**src/rtl/buffer_wr_ctrl.sv**
```systemverilog
// rtl/buffer_wr_ctrl.sv - packet write controller: stores words at the free-list head and emits one descriptor per packet
// Optional statistics counters: define BUFFER_WR_CTRL_STATS_EN.
module buffer_wr_ctrl #(
  parameter int DATA_WIDTH    = 256,
  parameter int ADDR_WIDTH    = 12,
  parameter int MAX_PKT_WORDS = 48
) (
  input  logic                  clk,
  input  logic                  rst,
  input  logic [DATA_WIDTH-1:0] s_axis_tdata,
  input  logic                  s_axis_tvalid,
  input  logic                  s_axis_tlast,
  output logic                  s_axis_tready,
  input  logic [ADDR_WIDTH-1:0] s_axis_fl_head,
  input  logic                  s_axis_almost_full,
  output logic                  m_axis_wr_en,
  output logic [ADDR_WIDTH-1:0] m_axis_wr_addr,
  output logic [DATA_WIDTH-1:0] m_axis_wr_data,
  output logic                  m_axis_desc_valid,
  input  logic                  m_axis_desc_ready,
  output logic [ADDR_WIDTH-1:0] m_axis_desc_sop_addr,
  output logic [ADDR_WIDTH-1:0] m_axis_desc_len,
  output logic                  m_axis_desc_trunc,
  output logic [31:0]           m_axis_drop_cnt,
  output logic [31:0]           m_axis_pkt_cnt
);

  typedef enum logic [1:0] {IDLE, WRITE, DROP, DESC} state_e;

  localparam logic [ADDR_WIDTH-1:0] MAX_LEN = ADDR_WIDTH'(MAX_PKT_WORDS);

  state_e                state_q, state_d;
  logic [ADDR_WIDTH-1:0] sop_addr_q, sop_addr_d;
  logic [ADDR_WIDTH-1:0] len_q, len_d;
  logic                  trunc_q, trunc_d;
  logic                  beat;
  logic                  drop_sop;
  logic                  desc_done;

  assign s_axis_tready = !rst && (state_q != DESC);
  assign beat          = s_axis_tvalid && s_axis_tready;

  // Writes go straight through in the beat cycle; the manager advances its head on wr_en.
  assign m_axis_wr_addr = s_axis_fl_head;
  assign m_axis_wr_data = s_axis_tdata;

  assign m_axis_desc_sop_addr = sop_addr_q;
  assign m_axis_desc_len      = len_q;
  assign m_axis_desc_trunc    = trunc_q;

  always_ff @(posedge clk) begin
    if (rst) begin
      state_q    <= IDLE;
      sop_addr_q <= '0;
      len_q      <= '0;
      trunc_q    <= 1'b0;
    end else begin
      state_q    <= state_d;
      sop_addr_q <= sop_addr_d;
      len_q      <= len_d;
      trunc_q    <= trunc_d;
    end
  end

  always_comb begin
    state_d           = state_q;
    sop_addr_d        = sop_addr_q;
    len_d             = len_q;
    trunc_d           = trunc_q;
    m_axis_wr_en      = 1'b0;
    m_axis_desc_valid = 1'b0;
    drop_sop          = 1'b0;
    desc_done         = 1'b0;
    case (state_q)
      IDLE: begin
        if (beat) begin
          if (s_axis_almost_full) begin
            drop_sop = 1'b1;
            state_d  = s_axis_tlast ? IDLE : DROP;
          end else begin
            m_axis_wr_en = 1'b1;
            sop_addr_d   = s_axis_fl_head;
            len_d        = {{(ADDR_WIDTH-1){1'b0}}, 1'b1};
            trunc_d      = 1'b0;
            state_d      = s_axis_tlast ? DESC : WRITE;
          end
        end
      end
      WRITE: begin
        if (beat) begin
          if (len_q < MAX_LEN) begin
            m_axis_wr_en = 1'b1;
            len_d        = len_q + 1'b1;
          end else begin
            trunc_d = 1'b1;
          end
          if (s_axis_tlast) state_d = DESC;
        end
      end
      DROP: begin
        if (beat && s_axis_tlast) state_d = IDLE;
      end
      DESC: begin
        // A reset in this cycle abandons the descriptor, so it must not look valid.
        m_axis_desc_valid = !rst;
        if (m_axis_desc_ready && !rst) begin
          desc_done = 1'b1;
          state_d   = IDLE;
        end
      end
      default: state_d = IDLE;
    endcase
  end

`ifdef BUFFER_WR_CTRL_STATS_EN
  logic [31:0] drop_cnt_q;
  logic [31:0] pkt_cnt_q;

  always_ff @(posedge clk) begin
    if (rst) begin
      drop_cnt_q <= '0;
      pkt_cnt_q  <= '0;
    end else begin
      if (drop_sop)  drop_cnt_q <= drop_cnt_q + 32'd1;
      if (desc_done) pkt_cnt_q  <= pkt_cnt_q + 32'd1;
    end
  end

  assign m_axis_drop_cnt = drop_cnt_q;
  assign m_axis_pkt_cnt  = pkt_cnt_q;
`else
  logic unused_stats;
  assign unused_stats    = drop_sop ^ desc_done;
  assign m_axis_drop_cnt = '0;
  assign m_axis_pkt_cnt  = '0;
`endif

endmodule

```
**config.mk**
```make
export PLATFORM = sky130hd
export DESIGN_NAME = buffer_wr_ctrl
export DESIGN_NICKNAME = d
export VERILOG_FILES = /design/src/rtl/buffer_wr_ctrl.sv
export SDC_FILE = /design/constraint.sdc
export NUM_CORES = 1
export LEC_CHECK = 0
export ABC_AREA = 0
export CORE_AREA = 3 3 244 246
export CTS_CLUSTER_DIAMETER = 40
export CTS_CLUSTER_SIZE = 16
export DETAILED_ROUTE_END_ITERATION = 10
export DIE_AREA = 0 0 247 249
export GPL_ROUTABILITY_DRIVEN = 0
export GPL_TIMING_DRIVEN = 0
export SKIP_LAST_GASP = 1
export SLEW_MARGIN = 5
export SYNTH_ARGS = -nofsm -noshare
export SYNTH_HDL_FRONTEND = slang
export SYNTH_SLANG_ARGS = --single-unit
```
**constraint.sdc**
```tcl
create_clock -name clk -period 5 [get_ports clk]
set_input_delay 1 -clock clk [delete_from_list [all_inputs] [get_ports clk]]
set_output_delay 1 -clock clk [all_outputs]
set_load 0.03 [all_outputs]
```
======== Yosys cells after proc, flatten, opt, wreduce, memory -nomap -nowiden ========
Index checks and enable logic that the tools add are counted.
word-level totals
  flip-flop bits (word level) ............. 27
  latch bits .............................. 0
  RAM bits ................................ 0
  bits in read-only memories .............. 0
  input bits .............................. 274
  output and inout bits ................... 360
  word-level logic and storage cells ...... 55
  memories ................................ 0
cells by class
  add/subtract/negate cells ............... 1
  multiply operators ...................... 0
  divide/modulo/power cells ............... 0
  $lt $le $gt $ge ......................... 1
  equal/unequal tests ..................... 12
  shift operators ......................... 0
  mux-type cells .......................... 25
  bitwise operators ....................... 1
  reductions and logical operators ........ 11
operators by type and width
  operator                 number
  $mux W12                 4
  $pmux W12 S2             1
  $ne A2 B2 Y1 const B     9
  $mux W2                  8
  $reduce_and A5 Y1        3
  $add A12 B1 Y12 const B  1
  $lt A12 B6 Y1 const B    1
  $mux W1                  9
  $pmux W2 S4              1
  $eq A2 B2 Y1 const B     2
  $logic_and A1 B1 Y1      4
  $pmux W1 S2              2
  $reduce_and A3 Y1        1
  $eq A2 B1 Y1 const B     1
  $logic_not A2 Y1         1
  $reduce_bool A2 Y1       1
  $logic_not A1 Y1         1
  $not A1 Y1               1

======== Longest topological paths before layout ========
  depth in word-level cells ............... 6
  gate-level depth with buffers ........... 6

======== Worst setup path after synthesis ========
No wires, ideal clock.
  kind .................................... input to output
  start ................................... input rst
  end ..................................... output m_axis_wr_en
  arrival time ............................ 1889 ps
  required time ........................... 4000 ps
  path slack .............................. 2111 ps
  stages .................................. 3
  cells stage by stage .................... nand4bb_1 -> or3_4 -> nand2_1
between the ends
  cells in the longest elaborated chain, start to end .. 5
ends and longest elaborated chain
  item                               line    RTL
  from (decl)                        9       input logic rst,
  $logic_not A1 Y1 (*)               40      assign s_axis_tready = !rst && (state_q != DESC);
  $logic_and A1 B1 Y1 (*)            40
  $logic_and A1 B1 Y1 (*)            41      assign beat = s_axis_tvalid && s_axis_tready;
  $mux W1, on equally long branches  90, 76
  $pmux W1 S2 (*)                    74      case (state_q)
  to (decl)                          16      output logic m_axis_wr_en,
Every way passes the cells marked *; elsewhere a longest branch is shown, timed or not.

======== Worst setup path after layout ========
  start ................................... input rst
  end ..................................... output s_axis_tready
between the ends
  cells in the longest elaborated chain, start to end .. 2
ends and longest elaborated chain
  item                 line  RTL
  $logic_not A1 Y1     40
  $logic_and A1 B1 Y1  40
  to (decl)            13    output logic s_axis_tready,
No other way between the ends.

==> impl_results.md <==
- Nets: 1115
- CP max stage cell: clkdlybuf4s50_1
- Worst slew pin tran: 0.809 ns
- Die Area: 61500 µm²
- Total GRT Usage: 0.0605
- Critical path's top delay family: buffers and inverters
- WP data arrival: 3.53 ns
- Clock buffer depth: 2
- Sequential power share: 0.176
- Final Core Density: 0.139
- Starting density of the core: 0.0625
- Post-synth top flop: dfxtp_1
- Largest cells by area after synthesis: buf_4, dfxtp_1, nand2_1
- Cell Int Power: 710 µW
- Slew margin rel.: 0.461
- Distinct cell type count after synthesis: 34
- F_max: 221 MHz
- First-pass GRT wire length: 26300 µm
- Largest area contributor in the netlist: buf_4
- Sequential share of the synthesized area: 0.150
- Filler cell count: 6490
- Mean Syn Cell Area: 7.85 µm²
- Sequence of cells on the critical path: clkdlybuf4s50_1 -> clkbuf_1 -> clkdlybuf4s15_2 -> a21oi_1 -> clkdlybuf4s50_1
- Final Hold Fails: 0
- I/O Buffers: 313
- CTS H-tree lvls: 1
- Min-Delay Path Class: reg2reg
- Row cnt: 88
- Crit-path most repeated cell: clkdlybuf4s50_1
- # diodes: 0
- Leakage: 0.00352 µW
- DRC: 0
- Mapped Area: 3600 µm²
- Final period util: 0.906
- Top post-synthesis cells by count: buf_4, nand2_1, dfxtp_1, a21oi_1, and3_1
- Share of layout cells above drive strength 1: 0.415
- Cell count after synthesis: 459
- Total gr overflow: 0
- Vias in the first global route: 3831
- Fraction of power spent switching nets: 0.438
- DRT Pass-1 Iters: 4
- Clock Power Share: 0.184
- Setup ws final: 0.468 ns
- Req. time, crit path: 4.00 ns
- Status: finished clean
- Worst skew pair latency: 0.30 ns
- HPWL Detailed: 19000 µm
- Hold_buf cts: 0
- Synth top area share: 0.692
- RSZ-0062 raised after global routing: no
- EDFF count, synth: 0
- Pin count of the biggest net entering global routing: 18
- Power share of the combinational group: 0.640
- Worst hold slack: 0.458 ns
- CTS tree: yes
- Area growth syn-to-layout: 123%
- Clock period minus worst slack: 4.53 ns
- Clk slew on worst S/H paths: 0.10 ns
- Critical path buffer and inverter count: 4
- Clk Tree Root Cell: clkbuf_16
- Via Count: 3828
- Psw: 553 µW
- Nature of the critical path startpoint: primary input
- DR vias/cell: 2.39
- Drt wl/cell: 13.0 µm
- CP max FO: 10
- WS Path Type: in2out
- Worst vdd ir: 0.126 mV
- Setup Skew: 0.00714 ns
- Synth warnings: 0
- Crit end category: output port
- Die width: 247 µm
- Max-Cap Viols: 0
- Top-level I/O count: 634
- Post-synth ARST share: 0
- Routed WL: 20900 µm
- Initial DRC count: 80
- Slew Limit Fails: 0
- Die Span Y: 249 µm
- Critical path's largest stage delay: 0.66 ns
- Post-Place Setup Slack: -0.112 ns
- Finish-stage setup viols: 0
- Core Area: 57600 µm²
- Detail Route Antenna Nets: 0
- Initial antenna violation count: 3
- Clk sinks: 27
- Top-count cell post-synth: buf_4
- PD cells: 158 nW/µm²
- Register bit total from synthesis: 27
- Num CTS Buffers: 3
==> stage by stage <==
step / setup TNS [ns] / instance area (µm²) / std cells / power [µW]
2_1_floorplan: 0 / 3840 / 522 / 762
3_3_place_gp: -0.113 / 7930 / 1600 / 1040
3_5_place_dp: -0.112 / 7930 / 1600 / 1040
4_1_cts: 0 / 8020 / 1604 / 1300
5_1_grt: 0 / 8020 / 1604 / 1330
6_report: 0 / 8020 / 1604 / 1260
==> cells in the final DEF (no fill, tap or decap), drive strengths merged <==
cell type      synthesis  layout
inv                    2       3
nor4b                  1       1
nor2                   6       6
o21a                   3       3
nand4bb                1       1
a21oi                 15      15
ha                     1       1
o21ai                  2       2
or4b                   1       1
nand3                  3       3
nand4b                 1       1
conb                   1      64
buf                  336     335
and4b                  1       1
nor3                   4       4
or3                    3       3
mux2i                  3       3
clkdlybuf4s15          0       1
clkbuf                 2       5
nor3b                  1       1
and3                   7       7
clkdlybuf4s50          0     313
a31o                   1       1
a211o                  1       1
or4                    1       1
a22oi                  1       1
a2111oi                1       1
nand2                 30      30
dfxtp                 27      27
a211oi                 3       3
==> final cells by class <==
class                      instances  area [µm²]  share of cell area
inverter                           2        7.51            0.000936
buffer                           338        2530               0.315
clock buffer                       3        75.1             0.00936
multi-input combinational        155         771              0.0961
timing repair buffer             313        3130               0.391
tap                              765         957               0.119
sequential                        27         541              0.0674
clock inverter                     1        8.76             0.00109
==> cells by family after synthesis <==
logic type	count (synthesis)	synth area share
muxes	3	0.00834
buffers and inverters	340	0.702
adders and majority gates	1	0.00347
other	1	0.00104
and+or+nand+nor	60	0.0886
DFF	27	0.150
AOI/OAI and AO/OA	27	0.0469
==> per-layer routing <==
layer  routed length [µm]  GRT usage
met1                 7200     0.0616
met2                10500      0.112
met4                  206     0.0127
met5                   24          0
met3                 3000     0.0281
==> worst reg2reg max path, delay by kind of cell, from the launching register on <==
family / cells / cell delay, ns
and+or+nand+nor: 3 / 1.10
DFF: 1 / 0.33
AOI/OAI and AO/OA: 1 / 0.08
buffers and inverters: 2 / 0.64
==> flip-flops by register name, indices dropped and copies added (netlist names) <==
| register | flops |
|---|---|
| state_q | 2 |
| m_axis_desc_sop_addr | 12 |
| m_axis_desc_trunc | 1 |
| m_axis_desc_len | 12 |
==> power by group through the flow <==
stage / sequential [µW] / clock, µW / combinational [µW]
final: 223 / 233 / 808
after floorplan: 234 / 0 / 528
after CTS: 223 / 266 / 815
after global placement: 227 / 0 / 810
after detailed placement: 228 / 0 / 812
after global routing: 224 / 261 / 846
==> worst paths after layout <==
check | start | endpoint | slack, ns | cells past startpoint
worst max-delay path | rst | s_axis_tready | 0.47 | 5
worst min-delay path | m_axis_desc_sop_addr[8] | m_axis_desc_sop_addr[8] | 0.46 | 2
worst max register to register | state_q[1] | m_axis_desc_sop_addr[4] | 2.72 | 6
worst min register to register | m_axis_desc_sop_addr[8] | m_axis_desc_sop_addr[8] | 0.46 | 2
==> timing repair <==
item,4_1_cts,5_1_grt
resized for setup,2,0
endpoints found under the hold margin,0,0
setup buffers,0,0
endpoints found under the setup margin,1,0
Power figures use the tool's default switching activity.
